## config.mk

```make
export PLATFORM = sky130hd
export DESIGN_NAME = csl_seq
export DESIGN_NICKNAME = d
export VERILOG_FILES = /design/src/rtl/csl_seq_pkg.sv /design/src/rtl/csl_seq.sv
export SDC_FILE = /design/constraint.sdc
export NUM_CORES = 1
export LEC_CHECK = 0
export ABC_AREA = 1
export BUFFER_PORTS_ARGS = -buffer_cell sky130_fd_sc_hd__buf_2
export CAP_MARGIN = 40
export CORE_ASPECT_RATIO = 1.1
export CORE_MARGIN = 2
export CORE_UTILIZATION = 55
export DETAILED_ROUTE_END_ITERATION = 7
export PLACE_DENSITY = 0.76
export SLEW_MARGIN = 15
export SYNTH_ARGS = -nofsm -noshare
export SYNTH_HDL_FRONTEND = slang
export SYNTH_SLANG_ARGS = --single-unit
```

## constraint.sdc

```tcl
create_clock -name clk -period 1.8 [get_ports clk]
set_input_delay 0.18 -clock clk [delete_from_list [all_inputs] [get_ports clk]]
set_output_delay 0.18 -clock clk [all_outputs]
set_load 0.01 [all_outputs]
```

## src/rtl/csl_seq_pkg.sv

```systemverilog
// Shared types and constants for the console-switch sequencer.
// The state encoding and command codes are used by both the RTL and its bench.
package csl_seq_pkg;

    typedef enum logic [1:0] {
        ST_IDLE   = 2'd0,
        ST_ASSERT = 2'd1,
        ST_WAIT   = 2'd2,
        ST_DONE   = 2'd3
    } state_t;

    localparam logic [1:0] CMD_RUN  = 2'd0;
    localparam logic [1:0] CMD_HALT = 2'd1;
    localparam logic [1:0] CMD_CONT = 2'd2;
    localparam logic [1:0] CMD_EXEC = 2'd3;

    // Bit order of the returned vector is {EXEC, CONT, HALT, RUN}.
    function automatic logic [3:0] cmd_onehot(input logic [1:0] code);
        logic [3:0] v;
        case (code)
            CMD_RUN:  v = 4'b0001;
            CMD_HALT: v = 4'b0010;
            CMD_CONT: v = 4'b0100;
            CMD_EXEC: v = 4'b1000;
            default:  v = 4'b0000;
        endcase
        return v;
    endfunction

endpackage

```

## src/rtl/csl_seq.sv

```systemverilog
// Console switch sequencer: raises one csl* request for exactly one CPU sampling
// edge, then waits (with timeout) for the matching CPU status acknowledge.
module csl_seq
    import csl_seq_pkg::*;
#(
    parameter int TIMEOUT = 1024,
    parameter int TOW     = 11
) (
    input  logic       clk,
    input  logic       rst,
    input  logic       clken,
    input  logic       cmd_valid,
    input  logic [1:0] cmd_code,
    output logic       cmd_ready,
    input  logic       cpuRUN,
    input  logic       cpuHALT,
    input  logic       cpuCONT,
    input  logic       cpuEXEC,
    output logic       cslRUN,
    output logic       cslHALT,
    output logic       cslCONT,
    output logic       cslEXEC,
    output logic       done,
    output logic       err
);

    localparam logic [TOW-1:0] CNT_LAST = TOW'(TIMEOUT - 1);

    state_t         state_r, state_s;
    logic [1:0]     code_r, code_s;
    logic           seen_r, seen_s;
    logic [TOW-1:0] cnt_r, cnt_s;
    logic           err_r, err_s;
    logic [3:0]     csl_r, csl_s;
    logic           done_r, done_s;
    logic           ready_r, ready_s;
    logic [3:0]     cpu_s;
    logic           track_s;
    logic           ack_s;
    logic           tmo_s;

    assign cpu_s   = {cpuEXEC, cpuCONT, cpuHALT, cpuRUN};
    assign track_s = cpu_s[code_r];

    // Next-state, acknowledge/timeout evaluation and next output values.
    always_comb begin
        state_s = state_r;
        code_s  = code_r;
        seen_s  = seen_r;
        cnt_s   = cnt_r;
        err_s   = err_r;
        ack_s   = 1'b0;
        tmo_s   = 1'b0;
        case (state_r)
            ST_IDLE: begin
                if (cmd_valid) begin
                    code_s  = cmd_code;
                    err_s   = 1'b0;
                    seen_s  = 1'b0;
                    cnt_s   = '0;
                    state_s = ST_ASSERT;
                end else begin
                    state_s = ST_IDLE;
                end
            end
            ST_ASSERT: begin
                seen_s = seen_r | track_s;
                if (clken) begin
                    state_s = ST_WAIT;
                end else begin
                    state_s = ST_ASSERT;
                end
            end
            ST_WAIT: begin
                seen_s = seen_r | track_s;
                // CONT/EXEC finish on the falling side of a status pulse already seen.
                case (code_r)
                    CMD_RUN, CMD_HALT: ack_s = track_s;
                    default:           ack_s = seen_r & ~track_s;
                endcase
                if (clken) begin
                    cnt_s = cnt_r + TOW'(1);
                    tmo_s = (cnt_r == CNT_LAST);
                end else begin
                    cnt_s = cnt_r;
                    tmo_s = 1'b0;
                end
                if (ack_s) begin
                    state_s = ST_DONE;
                end else if (tmo_s) begin
                    err_s   = 1'b1;
                    state_s = ST_DONE;
                end else begin
                    state_s = ST_WAIT;
                end
            end
            ST_DONE: begin
                state_s = ST_IDLE;
            end
            default: begin
                state_s = ST_IDLE;
            end
        endcase

        if (state_s == ST_ASSERT) begin
            csl_s = cmd_onehot(code_s);
        end else begin
            csl_s = 4'b0000;
        end
        done_s  = (state_s == ST_DONE);
        ready_s = (state_s == ST_IDLE);
    end

    // State, command context and registered outputs.
    always_ff @(posedge clk or negedge rst) begin
        if (!rst) begin
            state_r <= ST_IDLE;
            code_r  <= 2'd0;
            seen_r  <= 1'b0;
            cnt_r   <= '0;
            err_r   <= 1'b0;
            csl_r   <= 4'b0000;
            done_r  <= 1'b0;
            ready_r <= 1'b1;
        end else begin
            state_r <= state_s;
            code_r  <= code_s;
            seen_r  <= seen_s;
            cnt_r   <= cnt_s;
            err_r   <= err_s;
            csl_r   <= csl_s;
            done_r  <= done_s;
            ready_r <= ready_s;
        end
    end

    assign cslRUN    = csl_r[0];
    assign cslHALT   = csl_r[1];
    assign cslCONT   = csl_r[2];
    assign cslEXEC   = csl_r[3];
    assign done      = done_r;
    assign err       = err_r;
    assign cmd_ready = ready_r;

endmodule

```

* Yosys cells after proc, flatten, opt, wreduce, memory -nomap -nowiden *
Index checks and enable logic that the tools add are counted.

storage, ports and cells
  register bits = 23
  input port bits = 10
  output and inout port bits = 7

cells by class
  add/sub/neg operators = 1
  $lt $le $gt $ge = 1
  eq/ne operators = 14
  multiplexer cells = 23
  bitwise gates (word level) = 3
  reductions and logical operators = 11

operator list
  cell                     number
  $mux W11                 2
  $pmux W11 S2             1
  $pmux W4 S4              1
  $add A11 B1 Y11 const B  1
  $eq A11 B10 Y1 const B   1
  $mux W1                  11
  $eq A2 B2 Y1 const B     5
  $eq A2 B1 Y1 const B     4
  $logic_not A2 Y1         4
  $ne A2 B2 Y1 const B     4
  $pmux W2 S4              1
  $mux W2                  3
  $mux W4                  1
  $pmux W1 S2              2
  $reduce_and A4 Y1        1
  $reduce_bool A2 Y1       2
  $reduce_or A2 Y1         2
  $lt A2 B3 Y1 const B     1
  $reduce_and A3 Y1        1
  $bmux W1 S2              1
  $reduce_and A2 Y1        1
  $and A1 B1 Y1            1
  $not A1 Y1               1
  $or A1 B1 Y1             1

* Depth between registers and ports, before layout *
Gate-level depths: netlist of run 1.

  depth in word-level cells = 10
  mapped depth = 13
  depth with buffers taken out = 13

* Worst setup path before layout of run 1 *
No wires, ideal clock.

  kind = register to register
  start = register state_r[0]
  end = register csl_r[2]
  arrival = 1.379 ns
  required time = 1.680 ns
  slack = 0.301 ns
  stages on the path, launching flop included = 10
  period minus slack after synthesis = 1.499 ns
  path through = dfrtp_1 inv_1 ha_1 nand2_2 inv_1 or2_2 o21ai_1 inv_1 nand2_1 nor2_1

between the ends
  word-level cells in the longest chain between the ends = 5

RTL lines
  item                                  RTL line           RTL
  start: declaration                    csl_seq.sv:29      state_t state_r, state_s;
  start signal: assignment              csl_seq.sv:126     state_r <= state_s;
  $logic_not A2 Y1 (*)                  csl_seq.sv:54      case (state_r)
  $mux W2 (*)                           csl_seq.sv:54
  named net code_s[1]                   csl_seq.sv:30      logic [1:0] code_r, code_s;
  $eq A2 B2 Y1 (tied with other cells)  csl_seq_pkg.sv:20  case (code)
  $pmux W4 S4 (*)                       csl_seq_pkg.sv:20
  $mux W4 (*)                           csl_seq.sv:105     if (state_s == ST_ASSERT) begin
  named net csl_s[2]                    csl_seq.sv:34      logic [3:0] csl_r, csl_s;
  end signal: assignment                csl_seq.sv:131     csl_r <= csl_s;
  end: declaration                      csl_seq.sv:34

Mark *: on every way through the listed nets, which the timed path passes. The rest lies on a longest branch.
A chain may end at the register's enable or synchronous reset.

* Final worst setup path of run 1 *
  start = register state_r[0]
  end = register cnt_r[6]

between the ends
  word-level cells in the longest chain between the ends = 3

RTL lines
  item                                                                        RTL line        RTL
  $eq A2 B2 Y1 / $logic_not A2 Y1 (equally long branches)                     csl_seq.sv:54
  $ne A2 B2 Y1 (no source line) / $reduce_bool A2 Y1 (equally long branches)  --
  $reduce_and A3 Y1 (no source line)                                          --
  end signal: assignment                                                      csl_seq.sv:129  cnt_r <= cnt_s;
  end: declaration                                                            csl_seq.sv:32   logic [TOW-1:0] cnt_r, cnt_s;

Several ways; a longest one is shown, not always the timed one.

==> results of run 1 <==
-- per-layer routing --
layer	GRT usage (%)	wire length [µm]	vias to the layer above
met2	37.8	1220	22
met5	0	0	-
met3	3.33	90	5
met1	23.0	1020	486
li1	-	-	544
met4	9.05	27	0
-- layout by cell type (no fill, tap or decap), drive strengths merged --
| cell | count |
|---|---|
| or2 | 3 |
| o22a | 1 |
| clkinv | 1 |
| nand4 | 4 |
| ha | 4 |
| o22ai | 1 |
| a21oi | 5 |
| nor2 | 23 |
| inv | 23 |
| nand2 | 38 |
| dfrtp | 22 |
| clkbuf | 4 |
| dlygate4sd3 | 1 |
| buf | 18 |
| nand3 | 14 |
| nor3 | 4 |
| o21a | 1 |
| nor3b | 1 |
| o21bai | 2 |
| dfstp | 1 |
| o21ai | 8 |
-- state kept, by name, indices dropped and copies added, names as in the netlist --
signal and count:
cmd_ready 1, cnt_r 11, code_r 2, csl_r 4, done 1, err 1
seen_r 1, state_r 2
-- kinds of logic after synthesis --
family | count (synthesis) | synth area share, %
flops | 23 | 46.4
fa+ha+maj | 4 | 4.03
buf+inv | 24 | 7.65
compound gates | 18 | 8.26
simple gates | 87 | 33.6
-- worst max-delay path: cells and delay by family (launching register included) --
kind	cells	cell delay, ns
adder cells (fa/ha/maj)	1	0.24
buffers and inverters	3	0.28
flip-flops	1	0.41
AND/OR/NAND/NOR	8	0.65
-- final cells by class --
class	count	area [µm²]	area share [%]
multi-input cells	109	581	40.8
repair buffers	19	105	7.39
inverters	24	95.1	6.69
flip-flops and latches	23	577	40.6
well taps	30	37.5	2.64
clock buffers	4	26.3	1.85
-- through the flow --
step / setup slack [ns] / total power [µW] / util [%]
finish: 0.176 / 1760 / 65.1
global route: 0.0188 / 1930 / 65.1
CTS: 0.109 / 1740 / 64.3
detailed placement: 0.141 / 1500 / 62.6
global placement: 0.171 / 1480 / 62.6
floorplan: 0.301 / 1300 / -
-- worst paths after layout --
kind	cells after the start	slack, ns	to	start
min in group asynchronous	2	0.36	cnt_r[5]$_DFFE_PN0P_	rst
worst max register to register	12	0.18	cnt_r[6]$_DFFE_PN0P_	state_r[0]$_DFF_PN0_
worst min-delay path	4	0.17	csl_r[1]$_DFF_PN0_	cmd_code[1]
worst max-delay path	12	0.18	cnt_r[6]$_DFFE_PN0P_	state_r[0]$_DFF_PN0_
worst min register to register	2	0.51	err$_DFFE_PN0P_	err$_DFFE_PN0P_
max in group asynchronous	2	1.08	cmd_ready$_DFF_PN1_	rst
-- where the power goes --
| part | total [µW] | switching (µW) | leakage (µW) | internal, µW |
|---|---|---|---|---|
| registers | 705 | 62.6 | 0.000304 | 642 |
| logic | 823 | 523 | 0.000414 | 301 |
| clock network | 233 | 146 | 0.0000150 | 86.4 |
-- timing repair --
item,4_1_cts,5_1_grt
resized for setup,0,3
endpoints found under the setup margin,0,6
setup buffers,0,1
hold buffers,1,0
endpoints found under the hold margin,22,0
==> results list, run 1 <==
- Headroom to the max-slew limit came out at between 60% and 70%.
- After detailed routing, the number of vias per cell comes to 5.06.
* Routability cong.: 0.849
- The first global-routing pass estimated approximately 4000 µm of wire.
- After clock tree synthesis, the clock-pin slew on the worst setup and hold paths is 0.12 ns.
- Detailed Route WL: between 2000 and 2500 µm
- Average cell area after synthesis: ~8 µm²
* Die H: 53.9 µm
- Number of buffers inserted by port buffering: 16
- TritonCTS built the clock tree.
- Class of the worst hold path: in2reg
- Total power density per cell area: 1240 mW/mm²
- The largest individual stage delay along the critical path comes from the cell sky130_fd_sc_hd__dfrtp_1.
- Placement-stage cell area: roughly 0.0014 mm²
- Most frequent cell after synthesis: sky130_fd_sc_hd__nand2_1
* Status: finished clean
- Placed Cells: between 200 and 250
* Kind of critical path: reg2reg
- Number of warnings reported in the yosys synthesis log: 0
- Most frequent CP cell: sky130_fd_sc_hd__nand2_1
* Series of cell instances along the critical path: inv_1 -> ha_2 -> inv_1 -> nand2_1 -> nand2_1 -> nand2_2 -> nand2_8 -> nand2_2 -> clkinv_1 -> nand3_1 -> nand2_1 -> nor2_1
- The floorplan has 18 rows.
- Area growth from synthesis to layout: 14.4%
- Most frequently used flop master after synthesis: sky130_fd_sc_hd__dfrtp_1
- Sinks on the clock net: 23
- Cell at the root of the clock tree: sky130_fd_sc_hd__clkbuf_4
* CP required: 2.05 ns
- After routing the design area is ~0.0014 mm².
- Delay contributed by the slowest stage of the critical path: ~0.41 ns
* Hold Fails Final Rpt: 0
- Sorting the synthesized cells by area gives the leading types as sky130_fd_sc_hd__dfrtp_1 (44%), sky130_fd_sc_hd__nand2_1 (10%), sky130_fd_sc_hd__nor2_1 (6.3%), sky130_fd_sc_hd__inv_1 (6.0%), sky130_fd_sc_hd__nand3_1 (5.6%).
- Entering global routing, the biggest net connects 24 pins.
* Net count of the mapped netlist: between 150 and 200
* Final clock period utilization by the worst path: 90.2%
- IR analysis of the VDD net gives a maximum drop of between 1000 and 1500 µV.
- In this run, the number of DRC markers left after iteration 0 of detailed routing was 13.
- Setup-violating endpoint count in the final report: 0
* Actual slew at the worst max-slew pin: 0.514 ns
- Post-synthesis register bit count: 23
- The count of cells in the finished layout, fillers not included, comes to between 200 and 250.
- For this configuration, the core starts out at a cell density of 56.9%.
* Top cell type by total area after synthesis: sky130_fd_sc_hd__dfrtp_1
* Max Cap Viol: 0
- Summing over every cut layer, the via total after detailed routing is 1057.
* Overall fraction of global-route tracks in use: a little over 20%
- H-tree lvl count: 1
- The initial antenna violation count came to 0.
- Startpoint type of the worst setup path: flip-flop
- The post-route netlist has 19.6% of its cells at a drive strength greater than 1.
- Core footprint: around 0.0022 mm²
- Setup repair after global routing left no endpoint under its margin.
- Share of Yosys cell area claimed by the top area cell type: 44.3%
- Setup crit end kind: flip-flop
* Number of antenna cells inserted: 0
- The analysis attributes to cell leakage a power of 0.000733 µW.
- Count of flip-flops with a built-in enable after synthesis: 0
- Remaining antenna violation count after routing: 0
* Top cell types by occurrence after synthesis: sky130_fd_sc_hd__nand2_1 (34), sky130_fd_sc_hd__dfrtp_1 (22), sky130_fd_sc_hd__nor2_1 (21), sky130_fd_sc_hd__inv_1 (20), sky130_fd_sc_hd__nand3_1 (14)
* Portion of the post-synthesis area used by sequential elements: a little under half
- For the final database, setup skew stands at 0.00590 ns.
- Data on the critical path arrives at its endpoint at between 1.5 and 2 ns.
- Maximum fanout encountered on the critical timing path: 8
* Ys async rst share: 100%
- Drt pass-1 iters: 4
- The clock reaches the later pin of the worst-skew pair after approximately 0.31 ns.
- Post-synthesis instance area: ~0.0012 mm²
* Net total in the final layout: around 190
- Pin placement for this block handled 17 I/O pins.
- Count of filler cells inserted in the layout: between 200 and 250
- The clock passes through at most 2 buffers.
- Once detailed placement completed, the half-perimeter wirelength came to roughly 1800 µm.
- Static timing analysis puts the maximum clock frequency at ~620 MHz.
- The die covers around 0.0027 mm².
- Overflow left after global routing: 0
* Hold_ws: between 0.15 and 0.2 ns
* Final total negative setup slack: 0 ns
- Number of remaining DRC errors: 0
- In the final routed layout, each cell accounts on average for about 11 µm.
- In this run, distinct cell masters in the synthesized netlist total 26.
- The cell count after synthesis came out at about 160.
- Clock buffer count from CTS: 3
- Clock period minus worst slack: approximately 1.6 ns
- Number of max-slew violations in the final report: 0
* Number of global-route vias before repair: 996
- Measured along the x axis, the die boundary spans roughly 50 µm.
Note: power is estimated with default switching activity, not from simulation.
==> run 2: changes to the inputs <==
--- a/config.mk
+++ b/config.mk
@@ -10,9 +10,11 @@
 export CAP_MARGIN = 40
 export CORE_ASPECT_RATIO = 1.1
 export CORE_MARGIN = 2
-export CORE_UTILIZATION = 55
+export CORE_UTILIZATION = 58
+export CTS_BUF_LIST = sky130_fd_sc_hd__clkbuf_8
 export DETAILED_ROUTE_END_ITERATION = 7
-export PLACE_DENSITY = 0.76
+export GPL_TIMING_DRIVEN = 0
+export PLACE_DENSITY = 0.79
 export SLEW_MARGIN = 15
 export SYNTH_ARGS = -nofsm -noshare
 export SYNTH_HDL_FRONTEND = slang
==> run 2 against run 1 <==
Compared with the run above:
- count of clock-buffer cells in the layout fell by 1
- sequential power rose by 1%
- clock skew rose by 0.0028 ns
- first-iteration DRC count rose by 31%
- core utilization rose by 6.5 points
- global-route usage rose by 3.0 points
- critical endpoint is now cnt_r[9]$_DFFE_PN0P_
==> results list, run 2 (same netlist as run 1, synthesis figures left out) <==
* Die area: approximately 0.0025 mm²
- Area growth from synthesis to layout: 16.3%
- After detailed routing, the total wire length is 2320 µm.
- The placed instances occupy a cell area of approximately 0.0014 mm².
* Worst path buffer plus inverter count: 3
* Source-to-sink clock delay at the later pin of the worst-skew pair: between 0.2 and 0.3 ns
- Summing all non-filler instances in the final layout gives an area of about 0.0014 mm².
- Leaving out fill and tap cells, the most frequent cell in the layout is sky130_fd_sc_hd__nand2_1.
- Pin placement for this block handled 17 I/O pins.
- Starting utilization of the core area: 61.5%
- The analysis attributes to cell leakage a power of around 0.00075 µW.
- Cells fill between 70% and 80% of the core in the end.
- Setup skew after layout: between 0.008 and 0.009 ns
- Clock tree synthesis inserted a total of 3 buffers.
* Amount of wire on met3 after detailed routing: 39 µm
* HPWL after detailed placement: 1810 µm
* Commonest cells after routing, fill and taps aside: sky130_fd_sc_hd__nand2_1 (34), sky130_fd_sc_hd__dfrtp_1 (22), sky130_fd_sc_hd__inv_1 (21), sky130_fd_sc_hd__nor2_1 (21), sky130_fd_sc_hd__buf_2 (16)
- Vias: roughly 1.0k
* First-pass GRT wire length: around 4300 µm
* Core footprint: ~0.0020 mm²
- Number of antenna cells inserted: 0
- Status: finished clean
* Chip Width: slightly below 50 µm
- Data on the critical path arrives at its endpoint at between 1.5 and 2 ns.
- Cells with a size suffix above 1 make up about a fifth of the layout.
- In this run the deepest clock path goes through 2 buffers.
- Placed Cells: 200
- The highest layer touched by signal routing is met4.
* Number of remaining DRC errors: 0
- The final number of hold-violating endpoints was 0.
- VDD IR max: 941 µV
- After detailed routing, the average wire length per cell comes to ~11 µm.
- Dividing total power by cell area gives a power density of 1280 mW/mm².
* Die H: between 50 and 60 µm
* H-tree lvl count: 1
- At the pin with the least slew margin, the transition time is 0.502 ns.
- The finished layout holds around 210 standard cells, fillers aside.
- STA classifies the critical path startpoint as a flip-flop.
- PnR worst setup slack: approximately 0.19 ns
- Max FFs per register: 11
* Most frequent CP cell: sky130_fd_sc_hd__nand2_1
- Series of cell instances along the critical path: inv_1 -> ha_2 -> nand2_4 -> nor2_4 -> inv_2 -> nand2_8 -> inv_6 -> nor2_8 -> nand2_1 -> nand2_1 -> nand2_1 -> nor2_1
- Counting buffers and inverters, the worst setup path is 12 cells deep.
- For this run, the slowest stage of the critical path takes 0.41 ns.
- The worst setup path is captured at a flip-flop.
* First-iteration detailed-routing DRC count: 17
* Cell row count: 17
- At the worst endpoint, the required time is ~2.0 ns.
- After detailed routing, the wire length on met1 is between 1000 and 1500 µm.
* Cells on Worst Hold Path: 3
* Final total negative setup slack: 0 ns
* Cell at the root of the clock tree: sky130_fd_sc_hd__clkbuf_8
- The number of global-route vias before repair came to about 1.1k.
* Registers with the most flip-flops: cnt_r (11), csl_r (4)
- The number of cells on the worst reg-to-reg path is 12.
* Max Clock Freq: about 620 MHz
- The initial antenna violation count is 0.
- Setup repair after global routing left no endpoint under its margin.
- Via density per instance: roughly 5.0
- Max Cap Viol: 0
- Setup violations remaining at the end of the flow were counted as 0.
- Drt pass-1 iters: 4
* Standard cell with the maximum stage delay on the critical path: sky130_fd_sc_hd__dfrtp_1
* Maximum fanout encountered on the critical timing path: 8
- Class of the worst hold path: in2reg
- Before CTS, the worst setup slack after placement is around 0.053 ns.
- Final clock period utilization by the worst path: 89.2%
* Largest net degree at the start of global routing: 24
* Net total in the final layout: about 200
* Overall fraction of global-route tracks in use: 23.2%
- Met2 wire length: 1240 µm
- TritonCTS clock tree: yes
* Routability cong.: 0.822
- CTS saw 23 sinks.
- Register name with the most flops: cnt_r
- Clock period minus worst slack: about 1.6 ns
- Critical path's top delay family: simple AND/OR/NAND/NOR gates
- For this run the aggregate overflow at the end of global routing stands at 0.
- Number of max-slew violations in the final report: 0
* Number of buffers inserted by port buffering: 16
* Kind of critical path: reg2reg
- The detail route stage leaves a number of antenna-violating nets equal to 0.
- Clock-pin slew reported for the worst setup and hold paths after clock tree synthesis: around 0.08 ns
- Headroom to the max-slew limit came out at roughly 67%.
-- run 2: cell type report --
class                           count  area (µm²)
Sequential cell                    23         577
Clock inverter                      1        3.75
Timing Repair Buffer               20         113
Fill cell                         163         576
Clock buffer                        3        41.3
Multi-Input combinational cell    109         581
Tap cell                           28        35.0
Inverter                           24        95.1
-- run 2: through the flow --
step / power (µW) / hold WS [ns]
6_report: 1850 / 0.231
5_1_grt: 2020 / 0.275
4_1_cts: 1800 / 0.228
3_5_place_dp: 1490 / 0.175
3_3_place_gp: 1470 / 0.176
2_1_floorplan: 1300 / -0.116
-- run 2: timing repair --
item,CTS,global route
setup buffers,0,3
setup endpoints to repair,0,9
hold endpoints to repair,22,0
gates resized for setup,0,3
hold buffers,1,0
-- run 2: metal layers --
| metal | vias to the layer above | GRT usage, % |
|---|---|---|
| met2 | 9 | 40.9 |
| li1 | 543 | - |
| met1 | 485 | 29.2 |
| met5 | - | 0 |
| met3 | 2 | 3.10 |
| met4 | 0 | 5.41 |
-- run 2: final timing paths --
path | end | startpoint | slack, ns
max | cnt_r[9]$_DFFE_PN0P_ | state_r[0]$_DFF_PN0_ | 0.19
min | code_r[1]$_DFF_PN0_ | cmd_code[1] | 0.23
max reg2reg | cnt_r[9]$_DFFE_PN0P_ | state_r[0]$_DFF_PN0_ | 0.19
min reg2reg | err$_DFFE_PN0P_ | err$_DFFE_PN0P_ | 0.50
max in group asynchronous | cmd_ready$_DFF_PN1_ | rst | 1.02
min in group asynchronous | cnt_r[6]$_DFFE_PN0P_ | rst | 0.41
-- run 2: where the power goes --
group	internal [µW]	total, µW	leakage (µW)	switching [µW]
clock	152	308	0.0000269	156
sequential	643	712	0.000304	69.4
combinational	310	828	0.000419	518
-- run 2: worst register-to-register path: stages, from the launching register on --
cell                      delay (ns)
sky130_fd_sc_hd__dfrtp_1        0.41
sky130_fd_sc_hd__inv_1          0.10
sky130_fd_sc_hd__ha_2           0.22
sky130_fd_sc_hd__nand2_4        0.09
sky130_fd_sc_hd__nor2_4         0.15
sky130_fd_sc_hd__inv_2          0.09
sky130_fd_sc_hd__nand2_8        0.11
sky130_fd_sc_hd__inv_6          0.06
sky130_fd_sc_hd__nor2_8         0.09
sky130_fd_sc_hd__nand2_1        0.06
sky130_fd_sc_hd__nand2_1        0.06
sky130_fd_sc_hd__nand2_1        0.05
sky130_fd_sc_hd__nor2_1         0.07
